==> config.mk <==
export PLATFORM = sky130hd
export DESIGN_NAME = div_mode_sequencer
export DESIGN_NICKNAME = d
export VERILOG_FILES = /design/src/rtl/div_mode_sequencer.sv
export SDC_FILE = /design/constraint.sdc
export NUM_CORES = 1
export LEC_CHECK = 0
export ABC_AREA = 1
export CORE_MARGIN = 2
export CORE_UTILIZATION = 35
export CTS_BUF_LIST = sky130_fd_sc_hd__clkbuf_8 sky130_fd_sc_hd__clkbuf_16
export DETAILED_ROUTE_END_ITERATION = 8
export GPL_ROUTABILITY_DRIVEN = 0
export SYNTH_ARGS = -nofsm -noshare
export SYNTH_HDL_FRONTEND = slang
export SYNTH_SLANG_ARGS = --single-unit
==> constraint.sdc <==
create_clock -name clk_in -period 1.8 [get_ports clk_in]
set_clock_uncertainty 0.05 [all_clocks]
set_input_delay 0.18 -clock clk_in [delete_from_list [all_inputs] [get_ports clk_in]]
set_output_delay 0.18 -clock clk_in [all_outputs]
set_load 0.03 [all_outputs]
==> src/rtl/div_mode_sequencer.sv <==
// div_mode_sequencer: glitch-safe FMDLL divider mode sequencer (gate, reset, switch, release, lock check)
module div_mode_sequencer #(
  parameter int SETTLE_CYC  = 8,
  parameter int LOCK_EDGES  = 4,
  parameter int TIMEOUT_CYC = 256
) (
  input  logic       clk_in,
  input  logic       rst_n,
  input  logic       req_valid,
  input  logic [1:0] m_req,
  output logic       req_ready,
  input  logic       div_clk2,
  output logic [1:0] m_sel,
  output logic       div_rst_n,
  output logic       clk_en,
  output logic       locked,
  output logic       busy,
  output logic       fault
);
  typedef enum logic [2:0] {IDLE, GATE, HOLD, SWITCH, WAIT_LOCK, FAULT} state_t;
  state_t state, state_nx;
  logic [1:0] m_pend;
  logic [7:0] settle_cnt;
  logic [3:0] edge_cnt;
  logic [11:0] tmo_cnt;
  logic s1, s2, s3;
  logic accept, edge_det, enter, settle_done, lock_hit, tmo_hit;
  logic busy_d, ready_d, run_d, drst_d, fault_d;
  assign accept      = req_valid & req_ready;
  assign edge_det    = s2 & ~s3;
  assign enter       = state_nx != state;
  assign settle_done = settle_cnt == 8'(SETTLE_CYC - 1);
  assign lock_hit    = edge_cnt >= 4'(LOCK_EDGES);
  assign tmo_hit     = tmo_cnt == 12'(TIMEOUT_CYC - 1);
  always_ff @(posedge clk_in or negedge rst_n) begin
    if (!rst_n) begin
      state      <= HOLD;
      m_pend     <= '0;
      m_sel      <= '0;
      div_rst_n  <= 1'b0;
      clk_en     <= 1'b0;
      locked     <= 1'b0;
      busy       <= 1'b1;
      fault      <= 1'b0;
      req_ready  <= 1'b0;
      settle_cnt <= '0;
      edge_cnt   <= '0;
      tmo_cnt    <= '0;
      s1         <= 1'b0;
      s2         <= 1'b0;
      s3         <= 1'b0;
    end else begin
      state      <= state_nx;
      m_pend     <= accept ? m_req : m_pend;
      m_sel      <= (enter && state_nx == SWITCH) ? m_pend : m_sel;
      div_rst_n  <= drst_d;
      clk_en     <= run_d;
      locked     <= run_d;
      busy       <= busy_d;
      fault      <= fault_d;
      req_ready  <= ready_d;
      settle_cnt <= enter ? '0 : settle_cnt + 8'd1;
      s1         <= div_clk2;
      s2         <= s1;
      // Clearing the delay flop and counters on WAIT_LOCK entry discards edges seen before release
      if (enter && state_nx == WAIT_LOCK) begin
        s3       <= 1'b0;
        edge_cnt <= '0;
        tmo_cnt  <= '0;
      end else begin
        s3       <= s2;
        edge_cnt <= (edge_det && edge_cnt != 4'hf) ? edge_cnt + 4'd1 : edge_cnt;
        tmo_cnt  <= tmo_cnt + 12'd1;
      end
    end
  end
  always_comb begin
    state_nx = state;
    case (state)
      IDLE:      state_nx = (accept && m_req != m_sel) ? GATE : IDLE;
      GATE:      state_nx = HOLD;
      HOLD:      state_nx = settle_done ? SWITCH : HOLD;
      SWITCH:    state_nx = settle_done ? WAIT_LOCK : SWITCH;
      WAIT_LOCK: state_nx = lock_hit ? IDLE : tmo_hit ? FAULT : WAIT_LOCK;
      FAULT:     state_nx = accept ? GATE : FAULT;
      default:   state_nx = HOLD;
    endcase
  end
  // Outputs decode the next state so they register together with the state change
  always_comb begin
    busy_d  = state_nx inside {GATE, HOLD, SWITCH, WAIT_LOCK};
    ready_d = state_nx inside {IDLE, FAULT};
    run_d   = state_nx == IDLE;
    drst_d  = state_nx inside {GATE, WAIT_LOCK, IDLE};
    fault_d = state_nx == FAULT;
  end
endmodule

==> metrics.yaml <==
outcome:
  status: "finished clean"
critical_path:
  endpoint_kind: "output pin"
  crit_type: "register to output pin"
  crit_path_max_incr_delay_ps: 660
  critical_path.max_fanout: 1
  start_kind: "register"
  slowest_stage: "clkdlybuf4s50_1"
  cpLargestDelayFamily: "buffers and inverters"
  crit_chain: "clkdlybuf4s50_1"
  crit_arrival_ps: 1470
  path_buf_inv: 1
  critPathRequiredTime_ps: 1570
sta:
  hold_viol: 0
  fmax_mhz: 589.5
  max_slew.worst_pin.slew_ps: 486.5
  rsz0062_at_grt: "no"
  slew_violations: 0
  relSlewSlack: 0.6756
  period_needed_ps: 1696
  fin_tns_setup_ps: 0
  setup_viol: 0
  period_share: 0.9424
cts:
  h-tree-depth: 2
  numCtsBuffers: 5
  root_buffer: "clkbuf_8"
  cts_setup_buffers: 0
  cts_tree: "yes"
  clkSlewWorstSetupHoldPaths_ps: 70
  max-clock-path-buffers: 2
  clk_latency_ps: 290
  cts_num_sinks: 39
pwr:
  clock_power_share: 0.236
  pwr-share-seq: 0.422
  powerDensity_nw_per_um2: 1399
  p_comb_frac: 0.342
  power_uw: 3148
  cellInternalPower_uw: 2011
  ir_drop_v: 0.0006075
  switching_share: 0.3614
  leakage_uw: 0.001113
  switching_power_uw: 1138
logic_synthesis:
  ys_warn_count: 0
  yosysTopAreaCell: "dfrtp_1"
  syn_nets: 231
  ys_seq_area_frac: 0.5108
  synthArstFlopShare: 1.000
  syn_inst: 222
  syn_area_per_cell_um2: 8.629
  syn_area_um2: 1916
  synth_ff_type: "dfrtp_1"
  yosysTopAreaCellShare: 0.4833
  ys_seq_elements: 39
  netlist-cell-type-count: 29
  synth_enable_flop_cells: 0
  synth.area.top_cells: "dfrtp_1 48%, nand2_1 7.8%, nor2_1 6.5%"
place:
  port_buffers: 13
  place_hpwl_um: 2325
  postPlaceCellArea_um2: 2121
cells_and_area:
  area_growth_pct: 17.50
  fin_area_um2: 2251
  fin_nets: 251
  drive_above_1_share: 0.1687
  final_common_cell: "nand2_1"
  n_antenna_cell: 0
  final_cell_mix: "40 x nand2_1, 37 x dfrtp_1, 33 x nor2_1, 28 x inv_1, 14 x nand3_1"
  seq_area_um2: 978.4
  multi_input_area_um2: 784.5
  fillers: 528
detailed_routing:
  vias: 1345
  first_pass_iters: 4
  drc: 0
  wl_per_cell_um: 10.15
  wl_um: 3178
  drt_iter0_markers: 47
  antenna_left: 0
  drt-vias-per-instance: 4.297
floorplan:
  dieArea_um2: 6081
  io_pins: 14
  initial_core_util: 0.3680
  core-area_um2: 5205
  die_w_um: 77.98
  die_h_um: 77.98
  rows: 26
global_routing:
  antenna_found_initial: 0
  grt_max_degree: 40
  track_usage: 0.1178
  overflow: 0
  grt_pass1_vias: 1333
  grt_pass1_wl_um: 5692
min_path:
  min_path_type: "input pin to register"
flow_run:
  maxCapViolations: 0
[final timing paths]
check	start	to	slack (ps)	cells after the start
min reg2reg	s1	s2	300	0
max	busy	busy	100	1
min in group asynchronous	rst_n	tmo_cnt[6]	440	3
max in group asynchronous	rst_n	state[1]	910	3
max reg2reg	settle_cnt[0]	edge_cnt[1]	170	8
min	div_clk2	s1	300	1
[cell families (layout without fill, tap and decap cells)]
logic type / count (synthesis) / count (layout) / share of synthesized area
buf+inv: 38 / 59 / 0.07969
fa+ha+maj: 3 / 3 / 0.01960
xor+xnor: 10 / 10 / 0.04572
compound gates: 16 / 16 / 0.04572
flops: 39 / 39 / 0.5108
simple gates: 116 / 116 / 0.2985
[sequential cells by signal, summed over array words and instances (netlist names), 2 cells and up]
| signal | cells |
|---|---|
| state | 3 |
| edge_cnt | 4 |
| m_sel | 2 |
| settle_cnt | 8 |
| m_pend | 2 |
| tmo_cnt | 12 |
[metal layers]
| metal | GRT usage | wire length [um] |
|---|---|---|
| met1 | 0.1557 | 1623 |
| met2 | 0.1828 | 1428 |
| met3 | 0.03256 | 81 |
| met4 | 0.04737 | 44 |
| met5 | 0 | 0 |
[area by class of cell]
cell class / count / share of cell area
Sequential cell: 39 / 0.4347
Multi-Input combinational cell: 145 / 0.3485
Timing Repair Buffer: 15 / 0.06337
Inverter: 36 / 0.06226
Tap cell: 70 / 0.03891
Clock buffer: 6 / 0.03669
Clock inverter: 2 / 0.01556
[Yosys cell counts, types with 2 or more instances]
| library cell | count |
|---|---|
| a21oi_1 | 5 |
| buf_4 | 2 |
| dfrtp_1 | 37 |
| dfstp_2 | 2 |
| ha_1 | 3 |
| inv_1 | 28 |
| inv_2 | 7 |
| nand2_1 | 40 |
| nand2_2 | 5 |
| nand2_4 | 2 |
| nand3_1 | 14 |
| nand3_2 | 2 |
| nor2_1 | 33 |
| nor2_2 | 7 |
| nor2_4 | 2 |
| nor3_1 | 4 |
| nor3_4 | 2 |
| nor3b_1 | 2 |
| o21ai_0 | 7 |
| xor2_1 | 9 |
[power by group through the flow]
stage	logic (uW)	registers (uW)	clock network, uW
final	1080	1330	743
after global routing	1230	1370	812
after CTS	1100	1330	780
after detailed placement	1090	1340	0
after global placement	1070	1340	0
after floorplan	740	1400	0
[stage by stage]
step,hold WS (ps),cells,util,setup slack (ps)
after global routing,306.2,313,0.4325,1.970
after floorplan,-165.6,222,-,362.3
final,296.1,313,0.4325,103.7
after CTS,292.6,313,0.4320,77.04
after global placement,216.6,304,0.4075,151.5
after detailed placement,214.5,304,0.4075,134.8
[timing repair]
action,CTS,global route
endpoints found under the hold margin,37,0
endpoints found under the setup margin,0,3
gates resized for setup,0,1
hold buffers,1,0
Power figures use the tool's default switching activity.
==> edit 1: new RTL, same settings <==
Remove the register `fault`: a continuous assignment takes its place, so the output `fault` follows one clock earlier.
--- a/src/rtl/div_mode_sequencer.sv
+++ b/src/rtl/div_mode_sequencer.sv
@@ -41,7 +41,6 @@
       clk_en     <= 1'b0;
       locked     <= 1'b0;
       busy       <= 1'b1;
-      fault      <= 1'b0;
       req_ready  <= 1'b0;
       settle_cnt <= '0;
       edge_cnt   <= '0;
@@ -57,7 +56,6 @@
       clk_en     <= run_d;
       locked     <= run_d;
       busy       <= busy_d;
-      fault      <= fault_d;
       req_ready  <= ready_d;
       settle_cnt <= enter ? '0 : settle_cnt + 8'd1;
       s1         <= div_clk2;
@@ -74,6 +72,8 @@
       end
     end
   end
+
+  assign fault = fault_d;
   always_comb begin
     state_nx = state;
     case (state)
Formal check against the unedited RTL: same outputs for any inputs over 10 cycles, from zero or initial values and one cycle with rst_n low; that may be too few to reach the edited logic, so the function may still have changed.
==> edit 1 against the original RTL <==
  * The run now ends with negative setup slack left
  * Global-route usage is 0.85 points higher
  * Synthesized cell count is 0.45% lower
  * Count of clock-buffer cells in the layout is 1 lower
  * Final area is 5.4% higher
  * Sequential cell count is 1 lower
  * Critical path depth is 9 higher
  * Total power is 0.53% higher
  * Worst setup slack worse by 200 ps
  * Utilization is 2.6 points higher
  * Sequential share of layout area is 3.3 points lower
  * Synthesized area is 1.3% lower
  * Wire length is 5.1% higher
  * Combinational power is 20% higher
  * Largest cell class unchanged
==> edit 1: results (changes against the original RTL) <==
* Status: finished with violations
* Violated checks: negative setup slack
* Clock share of power at 0.172 (-0.064)
* Max VDD drop at 719 µV (+18%)
* Setup WS post-layout at -95.6 ps (-199 ps)
* NumNets Final at 265 (+5.6%)
* DRT Pass-1 Iters at 5 (+1)
* Placed Instances at 305 (+0.33%)
* Worst stage delay on the critical path at 350 ps (-310 ps)
* Iteration-0 DRC Markers at 85 (+81%)
* Crit-path leading delay family: simple AND/OR/NAND/NOR gates
* Commonest cells post-synth: nand2_1 (40), dfrtp_1 (36), nor2_1 (33)
* Number of global-route vias before repair at 1419 (+6.5%)
* Compound-cell area share of the yosys netlist at 0.0463 (+0.000605)
* FILL cells at 498 (-5.7%)
* Synth Area in XOR/XNOR at 0.0463 (+0.000605)
* Global-route wire length before repair at 6.05 mm (+6.3%)
* Area contributors post-synth: dfrtp_1 (48%), nand2_1 (7.9%), nor2_1 (6.6%)
* Slowest CP cell: dfrtp_1
* Mean Syn Cell Area at 8.55 µm² (-0.86%)
* Post-CTS Setup Inserts at 8 (+8)
* DP Wirelength at 2.25 mm (-3.3%)
* Pleak at 1.17 nW (+5.2%)
* Final setup vio count at 1 (+1)
* Worst Path Max Fanout at 2 (+1)
* Setup crit end: fault
* Worst reg2reg path depth at 9 (+1)
* Share of cells above drive strength 1 at 0.237 (+0.0686)
* Slew margin rel. at 0.682 (+0.00621)
* Register area share after synthesis at 0.504 (-0.00648)
* CP startpoint: tmo_cnt[0]
* Post-cts resize count at 9 (+9)
* Total wire length at 3.34 mm (+5.1%)
edit 1: cell types whose count changed after synthesis:
cell,before,now
dfrtp_1,37,36
edit 1: layout make-up:
type	instances	area share
multi-input cells	145	0.361
clock inverters	3	0.00474
well taps	70	0.0369
inverters	36	0.0590
flip-flops and latches	38	0.402
clock buffers	5	0.0290
repair buffers	30	0.108
edit 1: layer usage:
metal / vias up / wire length (µm) / GRT usage
met3: 5 / 94 / 0.0209
met5: - / 0 / 0
met1: 656 / 1600 / 0.165
li1: 752 / - / -
met4: 0 / 74 / 0.0696
met2: 20 / 1570 / 0.199
edit 1: stage by stage:
step                      cell area [µm²]  power (W)  worst slack (ps)  TNS (ps)  utilization
after floorplan                      1890    0.00212               113         0            -
after global placement               2110    0.00240              79.9         0        0.408
after detailed placement             2110    0.00241              47.0         0        0.408
after CTS                            2290    0.00311              -131      -131        0.444
after global routing                 2370    0.00344              -204      -204        0.459
final                                2370    0.00317             -95.6     -95.6        0.459
==> edit 2: new RTL, config.mk and constraints unchanged <==
Made on the original files. The parameter `TIMEOUT_CYC` goes from 256 to 128.
--- a/src/rtl/div_mode_sequencer.sv
+++ b/src/rtl/div_mode_sequencer.sv
@@ -2,7 +2,7 @@
 module div_mode_sequencer #(
   parameter int SETTLE_CYC  = 8,
   parameter int LOCK_EDGES  = 4,
-  parameter int TIMEOUT_CYC = 256
+  parameter int TIMEOUT_CYC = 128
 ) (
   input  logic       clk_in,
   input  logic       rst_n,
Check against the original RTL: no difference found for any inputs over 10 cycles, from zero or initial values and one cycle with rst_n low; that may be too few to reach the edited logic, so the function may still have changed.
==> edit 2 against the original RTL <==
  * Synthesized area shrank 3.5%
  * Final area down 3.6%
  * Sequential cell count unchanged
  * Total power decreased by 7.1%
  * Register-to-register slack improved by 50 ps
  * Maximum frequency down 0.47%
  * Die area decreased by 3.3%
  * Worst setup slack got worse by 8.0 ps
  * Wire length down 3.3%
  * Largest power group unchanged
  * Highest routed layer unchanged
==> edit 2: results (changes against the original RTL) <==
* Status: finished clean
* Placed Instances at 305 (+0.33%)
* Compound-cell area share of the yosys netlist at 0.0386 (-0.00713)
* Gr usage total at 0.119 (+0.00159)
* Sw frac at 0.379 (+0.0177)
* Placed Instance Area at 0.00208 mm² (-2.1%)
* Register area share after synthesis at 0.529 (+0.0187)
* Setup slack at placement at 168 ps (+32.7 ps)
* FILL cells at 511 (-3.2%)
* Total wire length at 3.07 mm (-3.3%)
* Pleak at 1.12 nW (+0.50%)
* Share of cells above drive strength 1 at 0.123 (-0.0458)
* Internal Power at 0.00182 W (-9.7%)
* Clock Power at 0.000558 W (-25%)
* Slew margin rel. at 0.681 (+0.00504)
* Post-synthesis adder-cell area fraction at 0.0203 (+0.000716)
* Final non-clock buffer share at 0.0761 (+0.0128)
* CLK BUF at 5 (-1)
* Non-clock buffer count at 18 (+3)
* Clock buf/inv share at 0.0386 (-0.0136)
* DP Wirelength at 2.29 mm (-1.4%)
* Synth Area in XOR/XNOR at 0.0569 (+0.0112)
* Commonest cells post-synth: nand2_1 (46), nor2_1 (41), dfrtp_1 (37)
* Area contributors post-synth: dfrtp_1 (50%), nand2_1 (9.3%), nor2_1 (8.3%)
* Syn nets at 229 (-0.87%)
* Non-CTS inverters at 32 (-11%)
* Multi-input gates at 147 (+1.4%)
* Seq_cells at 39 (unchanged)
* Die area at 0.00588 mm² (-3.3%)
* Area of the multi-input gates at 734 µm² (-6.4%)
* Global-route wire length before repair at 5.72 mm (+0.49%)
* Via density at 4.41 (+2.7%)
* F_max at 587 MHz (-0.47%)
* NumNets Final at 252 (+0.40%)
* Post-CTS Setup Inserts at 0 (unchanged)
* Fraction of area in registers at 0.451 (+0.0163)
* Synthesized instance count at 220 (-0.90%)
* Iteration-0 DRC Markers at 69 (+47%)
* Post-synth cell types at 23 (-21%)
[edit 2: final timing paths]
check / startpoint / end / slack [ps] / cells after the start
max in group asynchronous: rst_n / busy / 920 / 3
min in group asynchronous: rst_n / settle_cnt[5] / 420 / 3
max reg2reg: tmo_cnt[0] / tmo_cnt[10] / 220 / 8
min reg2reg: s1 / s2 / 300 / 0
min: div_clk2 / s1 / 290 / 1
max: busy / busy / 100 / 1
[edit 2: repair_timing]
item	4_1_cts	5_1_grt
endpoints found under the hold margin	37	0
resized for setup	0	0
hold buffers	1	0
[edit 2: per-layer routing]
| metal | global-route usage | vias to the layer above | wire (µm) |
|---|---|---|---|
| met1 | 0.158 | 633 | 1480 |
| met4 | 0.0436 | 0 | 23 |
| li1 | - | 726 | - |
| met3 | 0.0294 | 4 | 108 |
| met5 | 0 | - | 0 |
| met2 | 0.189 | 23 | 1460 |
